File: src/rtl/vcm_af_pkg.sv
// Shared types and helpers for the autofocus hill-search controller.
package vcm_af_pkg;

    localparam int POS_W = 10;
    localparam int FM_W  = 32;

    typedef enum logic [3:0] {
        IDLE      = 4'd0,
        WRITE     = 4'd1,
        WAIT_WR   = 4'd2,
        SETTLE    = 4'd3,
        MEASURE   = 4'd4,
        NEXT      = 4'd5,
        FINE_INIT = 4'd6,
        PARK      = 4'd7,
        DONE      = 4'd8
    } af_state_e;

    typedef enum logic [1:0] {
        COARSE  = 2'd0,
        FINE    = 2'd1,
        PARKING = 2'd2
    } af_phase_e;

    function automatic logic [15:0] vcm_pack(input logic [POS_W-1:0] code, input logic [3:0] slew);
        return {2'b00, code, slew};
    endfunction

endpackage

File: src/rtl/vcm_af_search_if.sv
// Frame-measure input, VCM writer handshake and status bundle of the autofocus controller.
interface vcm_af_search_if;
    import vcm_af_pkg::*;

    logic             START;
    logic             FM_VALID;
    logic [FM_W-1:0]  FM_DATA;
    logic             WR_DONE;
    logic             WR_REQ;
    logic [15:0]      VCM_DATA;
    logic [POS_W-1:0] STEP;
    logic [FM_W-1:0]  BEST_FM;
    logic             BUSY;
    logic             LOCKED;
    logic             ERR;

    modport master (
        output START, FM_VALID, FM_DATA, WR_DONE,
        input  WR_REQ, VCM_DATA, STEP, BEST_FM, BUSY, LOCKED, ERR
    );

    modport slave (
        input  START, FM_VALID, FM_DATA, WR_DONE,
        output WR_REQ, VCM_DATA, STEP, BEST_FM, BUSY, LOCKED, ERR
    );

endinterface

File: src/rtl/vcm_af_wr_watchdog.sv
// Write watchdog: counts cycles of an outstanding VCM write, pulses when the limit is reached.
module vcm_af_wr_watchdog #(
    parameter logic [31:0] WR_TIMEOUT = 32'd1000000
) (
    input  logic clk,
    input  logic rst_n,
    input  logic clr,
    input  logic en,
    output logic timeout
);

    logic [31:0] cnt_r;

    // Cycle counter: restarts on every new write, advances while the write is pending
    always_ff @(posedge clk or negedge rst_n) begin
        if (!rst_n) begin
            cnt_r <= 32'd0;
        end else if (clr) begin
            cnt_r <= 32'd0;
        end else if (en) begin
            cnt_r <= cnt_r + 32'd1;
        end else begin
            cnt_r <= cnt_r;
        end
    end

    // The cycle in which the counter shows limit-1 is the limit-th pending cycle
    assign timeout = en && (cnt_r == (WR_TIMEOUT - 32'd1));

endmodule

File: src/rtl/vcm_af_search.sv
// Autofocus hill-search controller: coarse sweep, fine sweep around the coarse best,
// then parks the VCM at the best focus position.
module vcm_af_search
    import vcm_af_pkg::*;
#(
    parameter logic [POS_W-1:0] POS_MIN       = 10'd0,
    parameter logic [POS_W-1:0] POS_MAX       = 10'd1023,
    parameter logic [POS_W-1:0] COARSE_STEP   = 10'd64,
    parameter logic [POS_W-1:0] FINE_STEP     = 10'd8,
    parameter logic [3:0]       SETTLE_FRAMES = 4'd2,
    parameter logic [3:0]       SLEW          = 4'h0,
    parameter logic [31:0]      WR_TIMEOUT    = 32'd1000000
) (
    input  logic           CLK_50,
    input  logic           RESET_N,
    vcm_af_search_if.slave af
);

    af_state_e              state_r, state_nxt_s;
    af_phase_e              phase_r, phase_nxt_s;
    logic [POS_W-1:0]       pos_r, pos_nxt_s;
    logic [POS_W-1:0]       hi_r, hi_nxt_s;
    logic [POS_W-1:0]       best_pos_r, best_pos_nxt_s;
    logic [POS_W-1:0]       step_r, step_nxt_s;
    logic [FM_W-1:0]        best_fm_r, best_fm_nxt_s;
    logic [3:0]             settle_cnt_r, settle_nxt_s, settle_inc_s;
    logic [15:0]            vcm_r, vcm_nxt_s;
    logic                   wr_req_r, wr_req_nxt_s;
    logic                   busy_r, busy_nxt_s;
    logic                   locked_r, locked_nxt_s;
    logic                   err_r, err_nxt_s;
    logic                   wd_clr_s, wd_en_s, wd_timeout_s;
    logic [POS_W-1:0]       step_inc_s, lo_s, fine_hi_s;
    logic [POS_W:0]         sum_s, hi_sum_s;
    logic signed [POS_W+1:0] lo_diff_s;

    vcm_af_wr_watchdog #(.WR_TIMEOUT(WR_TIMEOUT)) u_watchdog (
        .clk     (CLK_50),
        .rst_n   (RESET_N),
        .clr     (wd_clr_s),
        .en      (wd_en_s),
        .timeout (wd_timeout_s)
    );

    // Sweep arithmetic is one bit wider so the last step can be clamped to hi instead of wrapping
    assign step_inc_s   = (phase_r == COARSE) ? COARSE_STEP : FINE_STEP;
    assign sum_s        = {1'b0, pos_r} + {1'b0, step_inc_s};
    assign settle_inc_s = settle_cnt_r + 4'd1;
    assign lo_diff_s    = $signed({2'b00, best_pos_r}) - $signed({2'b00, COARSE_STEP});
    assign lo_s         = (lo_diff_s < $signed({2'b00, POS_MIN})) ? POS_MIN : lo_diff_s[POS_W-1:0];
    assign hi_sum_s     = {1'b0, best_pos_r} + {1'b0, COARSE_STEP};
    assign fine_hi_s    = (hi_sum_s > {1'b0, POS_MAX}) ? POS_MAX : hi_sum_s[POS_W-1:0];

    // Next-state and datapath decode
    always_comb begin
        state_nxt_s    = state_r;
        phase_nxt_s    = phase_r;
        pos_nxt_s      = pos_r;
        hi_nxt_s       = hi_r;
        best_pos_nxt_s = best_pos_r;
        best_fm_nxt_s  = best_fm_r;
        settle_nxt_s   = settle_cnt_r;
        step_nxt_s     = step_r;
        vcm_nxt_s      = vcm_r;
        wr_req_nxt_s   = 1'b0;
        busy_nxt_s     = busy_r;
        locked_nxt_s   = locked_r;
        err_nxt_s      = err_r;
        wd_clr_s       = 1'b0;
        wd_en_s        = 1'b0;
        case (state_r)
            IDLE: begin
                if (af.START) begin
                    pos_nxt_s      = POS_MIN;
                    hi_nxt_s       = POS_MAX;
                    phase_nxt_s    = COARSE;
                    best_fm_nxt_s  = {FM_W{1'b0}};
                    best_pos_nxt_s = POS_MIN;
                    busy_nxt_s     = 1'b1;
                    locked_nxt_s   = 1'b0;
                    err_nxt_s      = 1'b0;
                    state_nxt_s    = WRITE;
                end else begin
                    state_nxt_s    = IDLE;
                end
            end
            WRITE: begin
                step_nxt_s   = pos_r;
                vcm_nxt_s    = vcm_pack(pos_r, SLEW);
                wr_req_nxt_s = 1'b1;
                wd_clr_s     = 1'b1;
                state_nxt_s  = WAIT_WR;
            end
            WAIT_WR: begin
                wd_en_s = 1'b1;
                // WR_DONE wins over a coincident FM_VALID simply because FM_VALID is not looked at here
                if (af.WR_DONE) begin
                    settle_nxt_s = 4'd0;
                    if (phase_r == PARKING) begin
                        busy_nxt_s   = 1'b0;
                        locked_nxt_s = ~err_r;
                        state_nxt_s  = DONE;
                    end else begin
                        state_nxt_s  = SETTLE;
                    end
                end else if (wd_timeout_s) begin
                    err_nxt_s    = 1'b1;
                    busy_nxt_s   = 1'b0;
                    locked_nxt_s = 1'b0;
                    state_nxt_s  = DONE;
                end else begin
                    state_nxt_s  = WAIT_WR;
                end
            end
            SETTLE: begin
                if (settle_cnt_r >= SETTLE_FRAMES) begin
                    state_nxt_s = MEASURE;
                end else if (af.FM_VALID) begin
                    settle_nxt_s = settle_inc_s;
                    if (settle_inc_s >= SETTLE_FRAMES) begin
                        state_nxt_s = MEASURE;
                    end else begin
                        state_nxt_s = SETTLE;
                    end
                end else begin
                    state_nxt_s = SETTLE;
                end
            end
            MEASURE: begin
                if (af.FM_VALID) begin
                    if (af.FM_DATA > best_fm_r) begin
                        best_fm_nxt_s  = af.FM_DATA;
                        best_pos_nxt_s = pos_r;
                    end else begin
                        best_fm_nxt_s  = best_fm_r;
                    end
                    state_nxt_s = NEXT;
                end else begin
                    state_nxt_s = MEASURE;
                end
            end
            NEXT: begin
                if (pos_r == hi_r) begin
                    if (phase_r == COARSE) begin
                        state_nxt_s = FINE_INIT;
                    end else begin
                        state_nxt_s = PARK;
                    end
                end else begin
                    pos_nxt_s   = (sum_s > {1'b0, hi_r}) ? hi_r : sum_s[POS_W-1:0];
                    state_nxt_s = WRITE;
                end
            end
            FINE_INIT: begin
                pos_nxt_s   = lo_s;
                hi_nxt_s    = fine_hi_s;
                phase_nxt_s = FINE;
                state_nxt_s = WRITE;
            end
            PARK: begin
                pos_nxt_s    = best_pos_r;
                step_nxt_s   = best_pos_r;
                vcm_nxt_s    = vcm_pack(best_pos_r, SLEW);
                wr_req_nxt_s = 1'b1;
                wd_clr_s     = 1'b1;
                phase_nxt_s  = PARKING;
                state_nxt_s  = WAIT_WR;
            end
            DONE: begin
                state_nxt_s = IDLE;
            end
            default: begin
                state_nxt_s = IDLE;
            end
        endcase
    end

    // State register
    always_ff @(posedge CLK_50 or negedge RESET_N) begin
        if (!RESET_N) begin
            state_r <= IDLE;
        end else begin
            state_r <= state_nxt_s;
        end
    end

    // Datapath and registered outputs
    always_ff @(posedge CLK_50 or negedge RESET_N) begin
        if (!RESET_N) begin
            phase_r      <= COARSE;
            pos_r        <= POS_MIN;
            hi_r         <= POS_MAX;
            best_pos_r   <= POS_MIN;
            best_fm_r    <= {FM_W{1'b0}};
            settle_cnt_r <= 4'd0;
            step_r       <= {POS_W{1'b0}};
            vcm_r        <= 16'd0;
            wr_req_r     <= 1'b0;
            busy_r       <= 1'b0;
            locked_r     <= 1'b0;
            err_r        <= 1'b0;
        end else begin
            phase_r      <= phase_nxt_s;
            pos_r        <= pos_nxt_s;
            hi_r         <= hi_nxt_s;
            best_pos_r   <= best_pos_nxt_s;
            best_fm_r    <= best_fm_nxt_s;
            settle_cnt_r <= settle_nxt_s;
            step_r       <= step_nxt_s;
            vcm_r        <= vcm_nxt_s;
            wr_req_r     <= wr_req_nxt_s;
            busy_r       <= busy_nxt_s;
            locked_r     <= locked_nxt_s;
            err_r        <= err_nxt_s;
        end
    end

    assign af.WR_REQ   = wr_req_r;
    assign af.VCM_DATA = vcm_r;
    assign af.STEP     = step_r;
    assign af.BEST_FM  = best_fm_r;
    assign af.BUSY     = busy_r;
    assign af.LOCKED   = locked_r;
    assign af.ERR      = err_r;

endmodule
File: src/flat_wrapper.sv
// flat-port wrapper written by rule: the top's interface ports become plain ports
module vcm_af_search_flat import vcm_af_pkg::*;
#(
    parameter logic [POS_W-1:0] POS_MIN       = 10'd0,
    parameter logic [POS_W-1:0] POS_MAX       = 10'd1023,
    parameter logic [POS_W-1:0] COARSE_STEP   = 10'd64,
    parameter logic [POS_W-1:0] FINE_STEP     = 10'd8,
    parameter logic [3:0]       SETTLE_FRAMES = 4'd2,
    parameter logic [3:0]       SLEW          = 4'h0,
    parameter logic [31:0]      WR_TIMEOUT    = 32'd1000000
)
  (CLK_50, RESET_N, af_START, af_FM_VALID, af_FM_DATA, af_WR_DONE, af_WR_REQ, af_VCM_DATA, af_STEP, af_BEST_FM, af_BUSY, af_LOCKED, af_ERR);
  vcm_af_search_if af_i ();
  input  logic CLK_50;
  input  logic RESET_N;
  input wire logic [$bits(af_i.START)-1:0] af_START;
  input wire logic [$bits(af_i.FM_VALID)-1:0] af_FM_VALID;
  input wire logic [$bits(af_i.FM_DATA)-1:0] af_FM_DATA;
  input wire logic [$bits(af_i.WR_DONE)-1:0] af_WR_DONE;
  output wire logic [$bits(af_i.WR_REQ)-1:0] af_WR_REQ;
  output wire logic [$bits(af_i.VCM_DATA)-1:0] af_VCM_DATA;
  output wire logic [$bits(af_i.STEP)-1:0] af_STEP;
  output wire logic [$bits(af_i.BEST_FM)-1:0] af_BEST_FM;
  output wire logic [$bits(af_i.BUSY)-1:0] af_BUSY;
  output wire logic [$bits(af_i.LOCKED)-1:0] af_LOCKED;
  output wire logic [$bits(af_i.ERR)-1:0] af_ERR;
  assign af_i.START = af_START;
  assign af_i.FM_VALID = af_FM_VALID;
  assign af_i.FM_DATA = af_FM_DATA;
  assign af_i.WR_DONE = af_WR_DONE;
  assign af_WR_REQ = af_i.WR_REQ;
  assign af_VCM_DATA = af_i.VCM_DATA;
  assign af_STEP = af_i.STEP;
  assign af_BEST_FM = af_i.BEST_FM;
  assign af_BUSY = af_i.BUSY;
  assign af_LOCKED = af_i.LOCKED;
  assign af_ERR = af_i.ERR;
  vcm_af_search #(.POS_MIN(POS_MIN), .POS_MAX(POS_MAX), .COARSE_STEP(COARSE_STEP), .FINE_STEP(FINE_STEP), .SETTLE_FRAMES(SETTLE_FRAMES), .SLEW(SLEW), .WR_TIMEOUT(WR_TIMEOUT)) u_core (.CLK_50(CLK_50), .RESET_N(RESET_N), .af(af_i));
endmodule
File: config.mk
export PLATFORM = sky130hd
export DESIGN_NAME = vcm_af_search_flat
export DESIGN_NICKNAME = d
export VERILOG_FILES = /design/src/rtl/vcm_af_pkg.sv /design/src/rtl/vcm_af_search_if.sv /design/src/rtl/vcm_af_wr_watchdog.sv /design/src/rtl/vcm_af_search.sv /design/src/flat_wrapper.sv
export SDC_FILE = /design/constraint.sdc
export NUM_CORES = 1
export LEC_CHECK = 0
export ABC_AREA = 1
export BUFFER_PORTS_ARGS = -buffer_cell sky130_fd_sc_hd__buf_2
export CORE_ASPECT_RATIO = 0.8
export CORE_MARGIN = 1.5
export CORE_UTILIZATION = 64
export DETAILED_ROUTE_END_ITERATION = 8
export GPL_TIMING_DRIVEN = 0
export PLACE_DENSITY_LB_ADDON = 0.12
export REMOVE_ABC_BUFFERS = 1
export SETUP_SLACK_MARGIN = 0.15
export SYNTH_ARGS = -nofsm -noshare
export SYNTH_HDL_FRONTEND = slang
export SYNTH_SLANG_ARGS = --single-unit
File: constraint.sdc
create_clock -name CLK_50 -period 4.1 [get_ports CLK_50]
set_input_delay 0.82 -clock CLK_50 [delete_from_list [all_inputs] [get_ports CLK_50]]
set_output_delay 0.82 -clock CLK_50 [all_outputs]
set_load 0.01 [all_outputs]
Yosys cells after proc, flatten, opt, wreduce, memory -nomap -nowiden --
Index checks and enable logic that the tools add are counted.
Operators by class: bitwise operators 1, eq/ne operators 21, add/sub/neg operators 5, magnitude comparators 6, mux-type cells 51, reduce and logical (&&, ||, !) cells 19
Operator list (number):
- $mux W32 | 5
- $mux W10 | 8
- $pmux W32 S2 | 1
- $pmux W10 S2 | 3
- $pmux W10 S4 | 1
- $add A32 B1 Y32 const B | 1
- $eq A32 B20 Y1 const B | 1
- $gt A32 B32 Y1 | 1
- $pmux W16 S2 | 1
- $mux W4 | 7
- $pmux W4 S7 | 1
- $eq A4 B3 Y1 const B | 4
- $ne A2 B2 Y1 const B | 8
- $reduce_and A4 Y1 | 4
- $mux W1 | 14
- $lt A12 B1 Y1 const B | 1
- $reduce_bool A2 Y1 | 6
- $add A10 B10 Y11 | 1
- $add A10 B7 Y11 const B | 1
- $gt A11 B10 Y1 | 1
- $gt A11 B10 Y1 const B | 1
- $sub A10 B7 Y11 const B | 1
- $eq A10 B10 Y1 | 1
- $mux W3 | 3
- other kinds (22) | 27
Storage, ports and cells: output and inout bits 62, logic and storage cells 117, register bits after elaboration 134, input bits 37

Logic depth before layout (Yosys ltp) --
Gate-level depths: netlist of the first run.
depth in word-level cells 7, gate-level depth with buffers 23, depth with buffers taken out 23

Modules after synthesis --
A second synthesis of the first run with hierarchy kept.
Second synthesis, totals: cells, all modules 1104, area, all modules 7976.4 um^2
By module, submodules not included:
- vcm_af_search | sequential area each 2164.6 um^2, cells each 823, area an instance 5999.5 um^2, times used 1
- vcm_af_wr_watchdog | sequential area each 800.8 um^2, cells each 281, area an instance 1976.9 um^2, times used 1

Least setup slack after synthesis of the first run --
No wires, ideal clock.
path type register -> register, from register u_core.phase_r[1], to register u_core.pos_r[6], data arrival time 2.577 ns, slack 1.407 ns, required time 3.983 ns, clock period less this slack 2.693 ns, cell stages (with the launch flop) 24, path buffers 0, library setup time 0.117 ns, cell sequence dfrtp_1 > nor2_1 > inv_1 > ha_1 > ha_1 > nand3_1 > nand2_1 > nand2_1 > nor2_1 > xor2_1 > inv_1 > ha_1 > nand2_1 > inv_1 > nand2_1 > nand3b_1 > a21oi_1 > nand2_2 > nand2_2 > nand2_1 > nand3_1 > nand2_1 > nand2_1 > nand2_1
Between the ends: longest elaborated chain between the ends 7
Ends and longest elaborated chain:
- start, declared | RTL line vcm_af_search.sv:20 | af_phase_e phase_r, phase_nxt_s;
- start signal, assigned | RTL line vcm_af_search.sv:203 | phase_r <= phase_nxt_s;
- $logic_not A2 Y1 * | RTL line vcm_af_search.sv:46 | assign step_inc_s = (phase_r == COARSE) ? COARSE_STEP : FINE_STEP;
- $mux W7 * | RTL line vcm_af_search.sv:46
- $add A10 B10 Y11 * | RTL line vcm_af_search.sv:47 | assign sum_s = {1'b0, pos_r} + {1'b0, step_inc_s};
- $gt A11 B10 Y1 | RTL line vcm_af_search.sv:150 | pos_nxt_s = (sum_s > {1'b0, hi_r}) ? hi_r : sum_s[POS_W-1:0];
- $mux W10 * | RTL line vcm_af_search.sv:150
- $mux W10 * | RTL line vcm_af_search.sv:143 | if (pos_r == hi_r) begin
- $pmux W10 S4 * | RTL line vcm_af_search.sv:71 | case (state_r)
- end signal, assigned | RTL line vcm_af_search.sv:204 | pos_r <= pos_nxt_s;
- end, declared | RTL line vcm_af_search.sv:21 | logic [POS_W-1:0] pos_r, pos_nxt_s;
Mark *: on every way between the ends. The rest lies on a longest branch, timed or not. The select of a mux whose other input is x is not followed. A chain may end at the register's enable or synchronous reset.

Worst setup path after layout of the first run --
Ends and elaborated chain as after synthesis.

==> impl_metrics.py, run 1 <==
metrics = {
    "floorplan": {
        "fp.dieW_um": 127,
        "ioPinCount": 99,
        "coreArea_sq_um": 12100,
        "die_area_sq_um": 13000,
        "fp-row-count": 36,
        "start_util_pct": 65.1,
        "die_h_um": 102,
    },
    "clock_tree": {
        "htreeDepth": 4,
        "clk_transition_reported_paths_ns": 0.05,
        "insertion_delay_ns": 0.43,
        "cts_buffer_depth": 2,
        "cts_tree": "built",
        "numClockSinks": 118,
        "cts-buffers-inserted": 17,
        "holdBufCountCts": 0,
        "cts_setup_buffers": 0,
        "cts_root_buf": "clkbuf_16",
        "ctsResizeCount": 0,
    },
    "detailed_routing": {
        "wl_met1_um": 8990,
        "firstDrtPassIters": 6,
        "routed.top_layer": "met4",
        "vias": 7365,
        "initialDrtViolationCount": 678,
        "wl_um": 19400,
        "wire_per_inst_um": 14.5,
        "avgViaCountPerCell": 5.49,
        "drtAntennaViolNets": 0,
        "drcViolationCount": 0,
        "wl_met2_um": 8470,
        "wl_met3_um": 1630,
    },
    "outcome": {
        "status": "completed",
    },
    "synthesis": {
        "netlist_area_sq_um": 7890,
        "synthTopCellsByArea": "dfrtp_1, nand2_1, inv_1",
        "yosysTopAreaCell": "dfrtp_1",
        "netlist_instances": 1101,
        "synth_top_area_share_pct": 34.2,
        "yosysSeqAreaShare_pct": 37.6,
        "ys_ff_latch": 118,
        "yosysWarningCount": 0,
        "avgSynthCellArea_sq_um": 7.17,
        "synthDistinctLibCells": 50,
    },
    "sta": {
        "period_needed_ns": 3.26,
        "fin_setup_tns_ns": 0,
        "finClkSkew_ns": 0.00527,
        "finalMaxSlewViolations": 0,
        "finalCritPeriodShare_pct": 79.4,
        "hold_viol": 0,
        "tightest_slew_ns": 0.908,
        "maxSlewHeadroom_pct": 39.3,
        "setup_viol": 0,
        "rsz0062_at_grt": "no",
        "clock.fmax_mhz": 307,
    },
    "final_layout": {
        "drive_above_1_share_pct": 14.3,
        "final_common_cell": "nand2_1",
        "diodes": 0,
        "fillers": 1002,
        "design_area_sq_um": 8900,
        "mostFrequentLayoutCells": "nand2_1, inv_1, nor2_1, dfrtp_1, nand3_1",
        "synthToLayoutAreaGrowth_pct": 12.8,
        "nets": 1267,
    },
    "worst_setup_path": {
        "cp_top_family": "simple AND/OR/NAND/NOR gates",
        "critPathRequiredTime_ns": 4.42,
        "crit_buf_inv": 3,
        "crit_type": "reg -> reg",
        "crit_slowest_cell": "dfrtp_1",
        "crit_fanout": 10,
        "crit_path_start_kind": "flip-flop",
        "cp_cell_sequence": "nor2_1 > inv_1 > ha_1 > ha_1 > nand3_1 > nand2_1 > nand2_1 > nor2_1 > xor2_1 > inv_1 > ha_1 > nand2_1 > inv_1 > nand2_1 > nand3b_1 > a21oi_1 > nand2_2 > nand2_2 > nand2_1 > nand3_1 > nand2_1 > nand2_1 > nand2_1",
        "cpMostUsedCell": "nand2_1",
        "endpoint_kind": "flip-flop",
        "max_stage_delay_ns": 0.41,
        "crit_arrival_ns": 3.58,
    },
    "power_and_ir_drop": {
        "leakagePower_nw": 4.92,
        "swShare_pct": 40.0,
        "p_seq_share_pct": 32.3,
        "pwr-share-comb_pct": 34.3,
        "clock_power_share_pct": 33.3,
        "max-vdd-ir-drop_mv": 0.380,
        "cell_internal_pwr_mw": 2.59,
        "p_per_area_nw_per_um2": 485,
        "switchingPower_mw": 1.72,
    },
    "placed_design": {
        "dpl_cell_area_sq_um": 8340,
        "place_congestion": 0.904,
        "io_buffers": 92,
        "place_hpwl_um": 13600,
    },
    "grt": {
        "grt_max_degree": 64,
        "grt.total_usage_pct": 31.8,
        "grt_pass1_vias": 6749,
        "grt-ovfl-total": 0,
        "grt_pass1_wl_um": 32400,
        "antenna_found_initial": 1,
    },
    "hold_path": {
        "hp-class": "in -> async",
    },
    "flow_run": {
        "cap_violations": 0,
    },
}
[cells by family (layout without fill, tap and decap cells)]
family                     Yosys count  count (layout)  synth area share, %
other                                1               6               0.0475
AOI/OAI and AO/OA                  113             113                 8.35
xor gates and xnor gates            15              15                 1.66
adders and majority gates           52              52                 8.24
DFF                                118             118                 37.6
and+or+nand+nor                    573             573                 31.9
buffers and inverters              229             312                 12.3
[synth_stat cells (all sizes together)]
cell / instances
conb: 1
o21a: 5
nor4: 10
inv: 188
o2111ai: 1
nor3: 32
clkinv: 1
dfstp: 10
a22o: 1
nor2: 119
a21oi: 50
nand3: 99
o211ai: 3
a221o: 4
dfrtp: 108
nand3b: 1
a21o: 1
a31oi: 5
clkbuf: 7
nor3b: 1
xor2: 15
and3: 2
ha: 52
o221ai: 2
or2: 3
nand2: 285
nand4: 21
o21ai: 32
o31ai: 2
a22oi: 1
buf: 33
a21boi: 1
o22ai: 5
[metrics by stage]
| step | power [mW] | util [%] | setup slack (ns) | hold WS [ns] | std cells |
|---|---|---|---|---|---|
| finish | 4.31 | 73.5 | 0.843 | 0.351 | 1341 |
| global placement | 2.84 | 68.5 | 0.642 | 0.453 | 1310 |
| detailed placement | 2.87 | 68.8 | 0.585 | 0.466 | 1311 |
| CTS | 4.32 | 73.5 | 0.886 | 0.368 | 1341 |
| global route | 4.57 | 73.5 | 0.560 | 0.393 | 1341 |
| floorplan | 2.38 | - | 1.41 | 0.455 | 1066 |
[worst paths after layout]
kind	depth (start not counted)	endpoint	from	slack (ns)
min	1	u_core.u_watchdog.cnt_r[29]$_DFFE_PN0P_	RESET_N	0.35
max reg2reg	23	u_core.pos_r[6]$_DFFE_PN0P_	u_core.phase_r[1]$_DFFE_PN0P_	0.84
max	23	u_core.pos_r[6]$_DFFE_PN0P_	u_core.phase_r[1]$_DFFE_PN0P_	0.84
min reg2reg	2	u_core.af.LOCKED$_DFFE_PN0P_	u_core.af.LOCKED$_DFFE_PN0P_	0.48
max in group asynchronous	2	u_core.hi_r[1]$_DFFE_PN1P_	RESET_N	3.00
min in group CLK_50	2	u_core.af.LOCKED$_DFFE_PN0P_	u_core.af.LOCKED$_DFFE_PN0P_	0.48
[cell type report]
cell class / count / area (sq um) / area share [%]
flip-flops and latches: 118 / 2970 / 33.3
clock inverters: 4 / 45.0 / 0.506
well taps: 152 / 190 / 2.14
clock buffers: 26 / 519 / 5.83
multi-input cells: 759 / 3980 / 44.7
repair buffers: 93 / 494 / 5.55
inverters: 189 / 709 / 7.97
[power by group through the flow]
| stage | logic (mW) | clock network, mW | registers (mW) |
|---|---|---|---|
| 3_3_place_gp | 1.43 | 0 | 1.41 |
| 4_1_cts | 1.47 | 1.45 | 1.39 |
| 3_5_place_dp | 1.46 | 0 | 1.41 |
| 6_report | 1.48 | 1.44 | 1.39 |
| 2_1_floorplan | 0.953 | 0 | 1.42 |
| 5_1_grt | 1.66 | 1.50 | 1.41 |
[flip-flops by register name, indices dropped and copies added (netlist names)]
signal	count
u_core.af.ERR	1
u_core.af.LOCKED	1
u_core.best_pos_r	10
u_core.af.WR_REQ	1
u_core.af.BUSY	1
u_core.state_r	4
u_core.u_watchdog.cnt_r	32
u_core.af.BEST_FM	32
u_core.hi_r	10
u_core.pos_r	10
u_core.settle_cnt_r	4
u_core.phase_r	2
u_core.af.VCM_DATA	10
[metal layers]
layer  vias up  global-route usage (%)
met5         -                       0
li1       3657                       -
met4         0                    11.6
met3        33                    8.12
met1      3407                    44.2
met2       268                    48.6
Note: power is estimated with default switching activity, not from simulation.
==> run 2: changes to the inputs <==
- CORE_UTILIZATION: 64 -> 59
- clock period: 4.1 -> 3 ns (I/O delays scaled with it)
==> run 2 against run 1 <==
  * Sequential power increased by 37%
  * Worst hold slack got worse by 0.24 ns
  * Fmax up 7.8%
  * Via count grew 4.5%
  * Highest routed layer unchanged
  * Setup slack worse by 0.86 ns
  * Cell area rose by 5.2%
  * Wire length increased by 9.4%
  * The run now ends with setup timing left
  * Critical endpoint is now u_core.pos_r[4]$_DFFE_PN0P_
  * Register-to-register slack lost 0.86 ns
==> impl_metrics.py, run 2 (synthesis results as in run 1) <==
metrics = {
    "final_layout": {
        "fillers": 1057,
        "synthToLayoutAreaGrowth_pct": 18.7,
        "final_common_cell": "nand2_1",
        "nets": 1285,
        "mostFrequentLayoutCells": "nand2_1, inv_1, dfrtp_1",
        "drive_above_1_share_pct": 18.5,
        "final_util_pct": 72.3,
        "diodes": 0,
    },
    "grt": {
        "grt_max_degree": 75,
        "grt_pass1_vias": 6822,
        "antenna_found_initial": 1,
        "grt.total_usage_pct": 29.5,
        "grt_pass1_wl_um": 33400,
        "grt-ovfl-total": 0,
    },
    "floorplan": {
        "start_util_pct": 60.9,
        "die_h_um": 106,
        "fp.dieW_um": 132,
        "die_area_sq_um": 14100,
        "ioPinCount": 99,
        "fp-row-count": 37,
        "coreArea_sq_um": 13000,
    },
    "detailed_routing": {
        "wire_per_inst_um": 15.3,
        "wl_um": 21200,
        "vias": 7694,
        "firstDrtPassIters": 5,
        "drtAntennaViolNets": 0,
        "initialDrtViolationCount": 665,
        "drcViolationCount": 0,
        "avgViaCountPerCell": 5.56,
    },
    "worst_setup_path": {
        "max_stage_delay_ns": 0.43,
        "crit_buf_inv": 4,
        "r2r_start": "u_core.phase_r[1]$_DFFE_PN0P_",
        "crit_arrival_ns": 3.32,
        "crit_type": "reg -> reg",
        "crit_fanout": 6,
        "reg2reg_depth": 21,
        "endpoint_kind": "flip-flop",
        "critPathRequiredTime_ns": 3.30,
        "cp_cell_sequence": "nor2_4 > buf_6 > ha_4 > nand2_2 > o22ai_4 > xor2_1 > inv_1 > ha_1 > nand2_2 > inv_2 > nand2_1 > nand3b_1 > a21oi_2 > nand2_4 > nand2_8 > buf_6 > nand2_2 > nand3_1 > nand2_1 > nand2_1 > nand2_1",
        "cpMostUsedCell": "nand2_1",
        "crit_slowest_cell": "dfrtp_2",
        "r2r_end": "u_core.pos_r[4]$_DFFE_PN0P_",
        "crit_path_start_kind": "flip-flop",
        "regToRegSetupSlack_ns": -0.02,
        "cp_top_family": "simple AND/OR/NAND/NOR gates",
    },
    "clock_tree": {
        "cts_tree": "built",
        "cts_root_buf": "clkbuf_16",
        "clk_transition_reported_paths_ns": 0.06,
        "numClockSinks": 118,
        "insertion_delay_ns": 0.41,
        "cts-buffers-inserted": 17,
        "holdBufCountCts": 0,
        "htreeDepth": 4,
        "cts_buffer_depth": 2,
    },
    "flow_run": {
        "cap_violations": 0,
    },
    "sta": {
        "rsz0062_at_grt": "yes",
        "finalCritPeriodShare_pct": 101,
        "tightest_slew_ns": 1.05,
        "hold_viol": 0,
        "clock.fmax_mhz": 331,
        "finClkSkew_ns": 0.00824,
        "setup_ws_ns": -0.0207,
        "maxSlewHeadroom_pct": 29.6,
        "period_needed_ns": 3.02,
        "finalMaxSlewViolations": 0,
        "fin_setup_tns_ns": -0.0297,
        "setup_viol": 2,
        "hold-worst-slack_ns": 0.113,
    },
    "placed_design": {
        "place_congestion": 0.919,
        "place_hpwl_um": 13800,
        "io_buffers": 92,
    },
    "power_and_ir_drop": {
        "max-vdd-ir-drop_mv": 0.446,
        "leakagePower_nw": 5.03,
        "p_per_area_nw_per_um2": 655,
    },
    "outcome": {
        "status": "finished with violations",
        "violations": "setup timing",
    },
    "hold_path": {
        "hp-class": "in -> async",
    },
}
## run 2: repair_timing
| item | 4_1_cts | 5_1_grt |
|---|---|---|
| setup buffers | 9 | 7 |
| gates cloned | 1 | 1 |
| setup endpoints to repair | 52 | 54 |
| gates resized for setup | 20 | 42 |
| pin swaps | 7 | 20 |
## run 2: worst max path at each step
stage,startpoint,end,depth (start not counted)
floorplan,u_core.phase_r[1]$_DFFE_PN0P_,u_core.pos_r[6]$_DFFE_PN0P_,23
global placement,af_FM_DATA[15],u_core.af.BEST_FM[20]$_DFFE_PN0P_,15
detailed placement,u_core.phase_r[1]$_DFFE_PN0P_,u_core.pos_r[9]$_DFFE_PN0P_,22
CTS,u_core.phase_r[0]$_DFFE_PN0P_,u_core.pos_r[7]$_DFFE_PN0P_,22
global route,u_core.phase_r[1]$_DFFE_PN0P_,u_core.pos_r[5]$_DFFE_PN0P_,20
finish,u_core.phase_r[1]$_DFFE_PN0P_,u_core.pos_r[4]$_DFFE_PN0P_,21
## run 2: through the flow
| step | worst slack [ns] | power [mW] | cell area (sq um) | cells |
|---|---|---|---|---|
| after floorplan | 0.307 | 3.25 | 7650 | 1066 |
| after global routing | -0.192 | 6.46 | 9370 | 1384 |
| after CTS | 0.104 | 6.01 | 9130 | 1376 |
| after global placement | -0.256 | 3.91 | 8330 | 1333 |
| after detailed placement | -0.327 | 3.95 | 8370 | 1334 |
| final | -0.0207 | 6.13 | 9370 | 1384 |
## run 2: per-layer routing
| layer | track usage [%] | vias up | wire length, um |
|---|---|---|---|
| met3 | 5.96 | 61 | 1930 |
| met4 | 9.65 | 0 | 548 |
| met1 | 43.7 | 3550 | 9660 |
| met2 | 43.3 | 382 | 9110 |
| met5 | 0 | - | 0 |
| li1 | - | 3701 | - |
## run 2: power breakdown
group          internal [mW]  leakage [nW]  switching [mW]
Sequential              1.77          1.60           0.143
Clock                   1.28         0.279           0.726
Combinational          0.578          3.15            1.63
## run 2: area by class of cell
| class | count | area (sq um) | area share, % |
|---|---|---|---|
| timing repair buffer | 109 | 654 | 6.98 |
| clock inverter | 9 | 103 | 1.09 |
| sequential | 118 | 2970 | 31.7 |
| inverter | 189 | 712 | 7.60 |
| multi-input combinational | 761 | 4240 | 45.2 |
| clock buffer | 23 | 478 | 5.10 |
| tap | 175 | 219 | 2.34 |
## run 2: worst reg2reg max path, stage by stage, from the launching register on
cell and delay (ns):
dfrtp_2 0.43, nor2_4 0.19, buf_6 0.13, ha_4 0.16
nand2_2 0.08, o22ai_4 0.21, xor2_1 0.20, inv_1 0.07
ha_1 0.30, nand2_2 0.08, inv_2 0.04, nand2_1 0.05
nand3b_1 0.10, a21oi_2 0.20, nand2_4 0.14, nand2_8 0.11
buf_6 0.14, nand2_2 0.05, nand3_1 0.07, nand2_1 0.07
nand2_1 0.07, nand2_1 0.05
==> run 3: changes to the inputs <==
- ABC_AREA: 1 -> not set
- CORE_UTILIZATION: 59 -> 58
==> run 3 against run 2 <==
  * The run still ends with setup timing left
  * Sequential cell count unchanged
  * Combinational power up 29%
  * Global-route usage down 2.2 points
  * Synthesized cell count down 32%
  * Highest routed layer unchanged
==> impl_metrics.py, run 3 <==
metrics = {
    "floorplan": {
        "ioPinCount": 99,
        "fp-row-count": 36,
        "coreArea_sq_um": 12200,
        "start_util_pct": 59.4,
        "fp.dieW_um": 128,
        "die_area_sq_um": 13200,
        "die_h_um": 103,
    },
    "final_layout": {
        "final_util_pct": 69.9,
        "diodes": 0,
        "design_area_sq_um": 8530,
        "final_common_cell": "dfrtp_1",
        "synthToLayoutAreaGrowth_pct": 17.6,
        "drive_above_1_share_pct": 21.7,
        "nets": 929,
        "mostFrequentLayoutCells": "dfrtp_1, buf_2, nand2_1",
    },
    "worst_setup_path": {
        "crit_slowest_cell": "o41a_1",
        "crit_fanout": 5,
        "cpMostUsedCell": "ha_4",
        "cp_cell_sequence": "or2_4 > ha_4 > ha_4 > a31oi_4 > nor2_1 > xor2_1 > ha_1 > a21o_1 > o41a_1 > buf_12 > nor3_4 > o32ai_2",
        "crit_arrival_ns": 3.41,
        "endpoint_kind": "flip-flop",
        "max_stage_delay_ns": 0.44,
        "critPathRequiredTime_ns": 3.27,
        "crit_type": "reg -> reg",
        "crit_path_start_kind": "flip-flop",
    },
    "detailed_routing": {
        "wire_per_inst_um": 16.7,
        "drcViolationCount": 0,
        "vias": 5804,
        "drtAntennaViolNets": 0,
        "firstDrtPassIters": 5,
        "wl_um": 17100,
        "avgViaCountPerCell": 5.68,
        "initialDrtViolationCount": 245,
    },
    "synthesis": {
        "avgSynthCellArea_sq_um": 9.71,
        "yosysWarningCount": 0,
        "synthTopCellsByCount": "dfrtp_1, nand2_1, inv_1",
        "synthAdderAreaFrac_pct": 8.97,
        "yosysSeqAreaShare_pct": 40.9,
        "netlist_area_sq_um": 7250,
        "synth_ff_type": "dfrtp_1",
        "synthMostInstantiatedCell": "dfrtp_1",
        "ys_ff_latch": 118,
        "synth-simple-area-share_pct": 17.4,
        "synth_xor_xnor_area_share_pct": 4.59,
        "synthArstFlopShare_pct": 100,
        "synth.area.mux_share_pct": 7.47,
        "synthDistinctLibCells": 72,
        "synth_top_area_share_pct": 37.3,
        "netlist_instances": 747,
        "synthTopCellsByArea": "dfrtp_1, ha_1, mux2i_1",
        "synth_edf_count": 0,
        "synth_top_family_by_area": "simple AND/OR/NAND/NOR gates",
        "synth_compound_area_share_pct": 11.8,
        "yosysTopAreaCell": "dfrtp_1",
    },
    "sta": {
        "setup_ws_ns": -0.138,
        "finalCritPeriodShare_pct": 105,
        "hold_viol": 0,
        "clock.fmax_mhz": 319,
        "tightest_slew_ns": 1.04,
        "maxSlewHeadroom_pct": 30.3,
        "fin_setup_tns_ns": -0.728,
        "rsz0062_at_grt": "yes",
        "period_needed_ns": 3.14,
        "finClkSkew_ns": 0.0146,
        "setup_viol": 9,
        "finalMaxSlewViolations": 0,
    },
    "outcome": {
        "violations": "setup timing",
        "status": "finished with violations",
    },
    "grt": {
        "grt_pass1_wl_um": 28000,
        "antenna_found_initial": 0,
        "grt.total_usage_pct": 27.4,
        "grt_max_degree": 62,
        "grt_pass1_vias": 5725,
        "grt-ovfl-total": 0,
    },
    "power_and_ir_drop": {
        "leakagePower_nw": 4.30,
        "switchingPower_mw": 2.72,
        "pwr-share-comb_pct": 39.1,
        "cell_internal_pwr_mw": 4.56,
        "p_per_area_nw_per_um2": 854,
        "swShare_pct": 37.4,
        "max-vdd-ir-drop_mv": 0.592,
        "clock_power_share_pct": 28.1,
        "p_seq_share_pct": 32.8,
    },
    "clock_tree": {
        "cts_tree": "built",
        "cts_buffer_depth": 2,
        "holdBufCountCts": 0,
        "cts_root_buf": "clkbuf_16",
        "numClockSinks": 118,
        "clk_transition_reported_paths_ns": 0.06,
        "htreeDepth": 4,
        "insertion_delay_ns": 0.42,
        "cts-buffers-inserted": 17,
    },
    "hold_path": {
        "hp-class": "in -> async",
    },
    "placed_design": {
        "io_buffers": 92,
        "place_congestion": 0.841,
        "dpl_cell_area_sq_um": 7670,
        "place_hpwl_um": 11800,
    },
    "flow_run": {
        "cap_violations": 0,
    },
}
-- run 3: kinds of logic (layout without fill, tap and decap cells) --
| group | Yosys count | after routing |
|---|---|---|
| mux | 54 | 54 |
| fa+ha+maj | 52 | 52 |
| compound gates | 128 | 129 |
| xor+xnor | 38 | 38 |
| simple gates | 247 | 247 |
| flops | 118 | 118 |
| other cells | 1 | 6 |
| buf+inv | 109 | 207 |
-- run 3: power groups by stage --
stage / combinational, mW / clock (mW) / sequential (mW)
after floorplan: 1.65 / 0 / 2.44
after global placement: 2.48 / 0 / 2.36
after detailed placement: 2.63 / 0 / 2.39
after CTS: 2.85 / 2.07 / 2.38
after global routing: 3.17 / 2.15 / 2.44
final: 2.85 / 2.05 / 2.39
-- run 3: per-layer routing --
| layer | vias to the layer above | global-route usage, % | wire length [um] |
|---|---|---|---|
| met5 | - | 0 | 0 |
| met4 | 0 | 9.68 | 323 |
| met3 | 29 | 5.86 | 731 |
| met2 | 146 | 46.2 | 8470 |
| met1 | 2840 | 35.4 | 7540 |
| li1 | 2789 | - | - |
-- run 3: worst max-delay path, delay by kind of cell, from the launching register on --
kind,cells,cell delay (ns)
DFF,1,0.38
AOI/OAI and AO/OA,4,0.95
xor gates and xnor gates,1,0.16
and+or+nand+nor,3,0.59
buffers and inverters,1,0.18
adders and majority gates,3,0.72
-- run 3: final timing paths --
check	start	end	slack, ns	depth (start not counted)
worst min-delay path	RESET_N	u_core.af.BEST_FM[5]$_DFFE_PN0P_	0.16	1
min in group CLK_50	af_FM_DATA[28]	u_core.af.BEST_FM[28]$_DFFE_PN0P_	0.44	3
worst max register to register	u_core.phase_r[0]$_DFFE_PN0P_	u_core.pos_r[2]$_DFFE_PN0P_	-0.14	12
max in group asynchronous	RESET_N	u_core.hi_r[9]$_DFFE_PN1P_	2.12	2
worst max-delay path	u_core.phase_r[0]$_DFFE_PN0P_	u_core.pos_r[2]$_DFFE_PN0P_	-0.14	12
worst min register to register	u_core.phase_r[1]$_DFFE_PN0P_	u_core.phase_r[1]$_DFFE_PN0P_	0.53	2
-- run 3: area by class of cell --
type / count / area (sq um)
Sequential cell: 118 / 2970
Multi-Input combinational cell: 526 / 3830
Fill cell: 943 / 3680
Timing Repair Buffer: 111 / 673
Clock buffer: 21 / 470
Inverter: 66 / 248
Tap cell: 171 / 214
Clock inverter: 9 / 126
-- run 3: repair_timing --
item | CTS | global route
setup buffers | 12 | 1
pin swaps | 18 | 3
resized for setup | 24 | 0
gates cloned | 1 | 0
endpoints found under the hold margin | 0 | 0
setup endpoints to repair | 87 | 11
-- run 3: metrics by stage --
step | total power [mW] | hold WS (ns) | cells | setup slack (ns)
CTS | 7.30 | 0.175 | 1021 | -0.0565
floorplan | 4.09 | 0.304 | 709 | -0.271
global route | 7.76 | 0.206 | 1022 | -0.238
finish | 7.29 | 0.164 | 1022 | -0.138
global placement | 4.84 | 0.496 | 972 | -1.09
detailed placement | 5.02 | 0.517 | 978 | -0.698
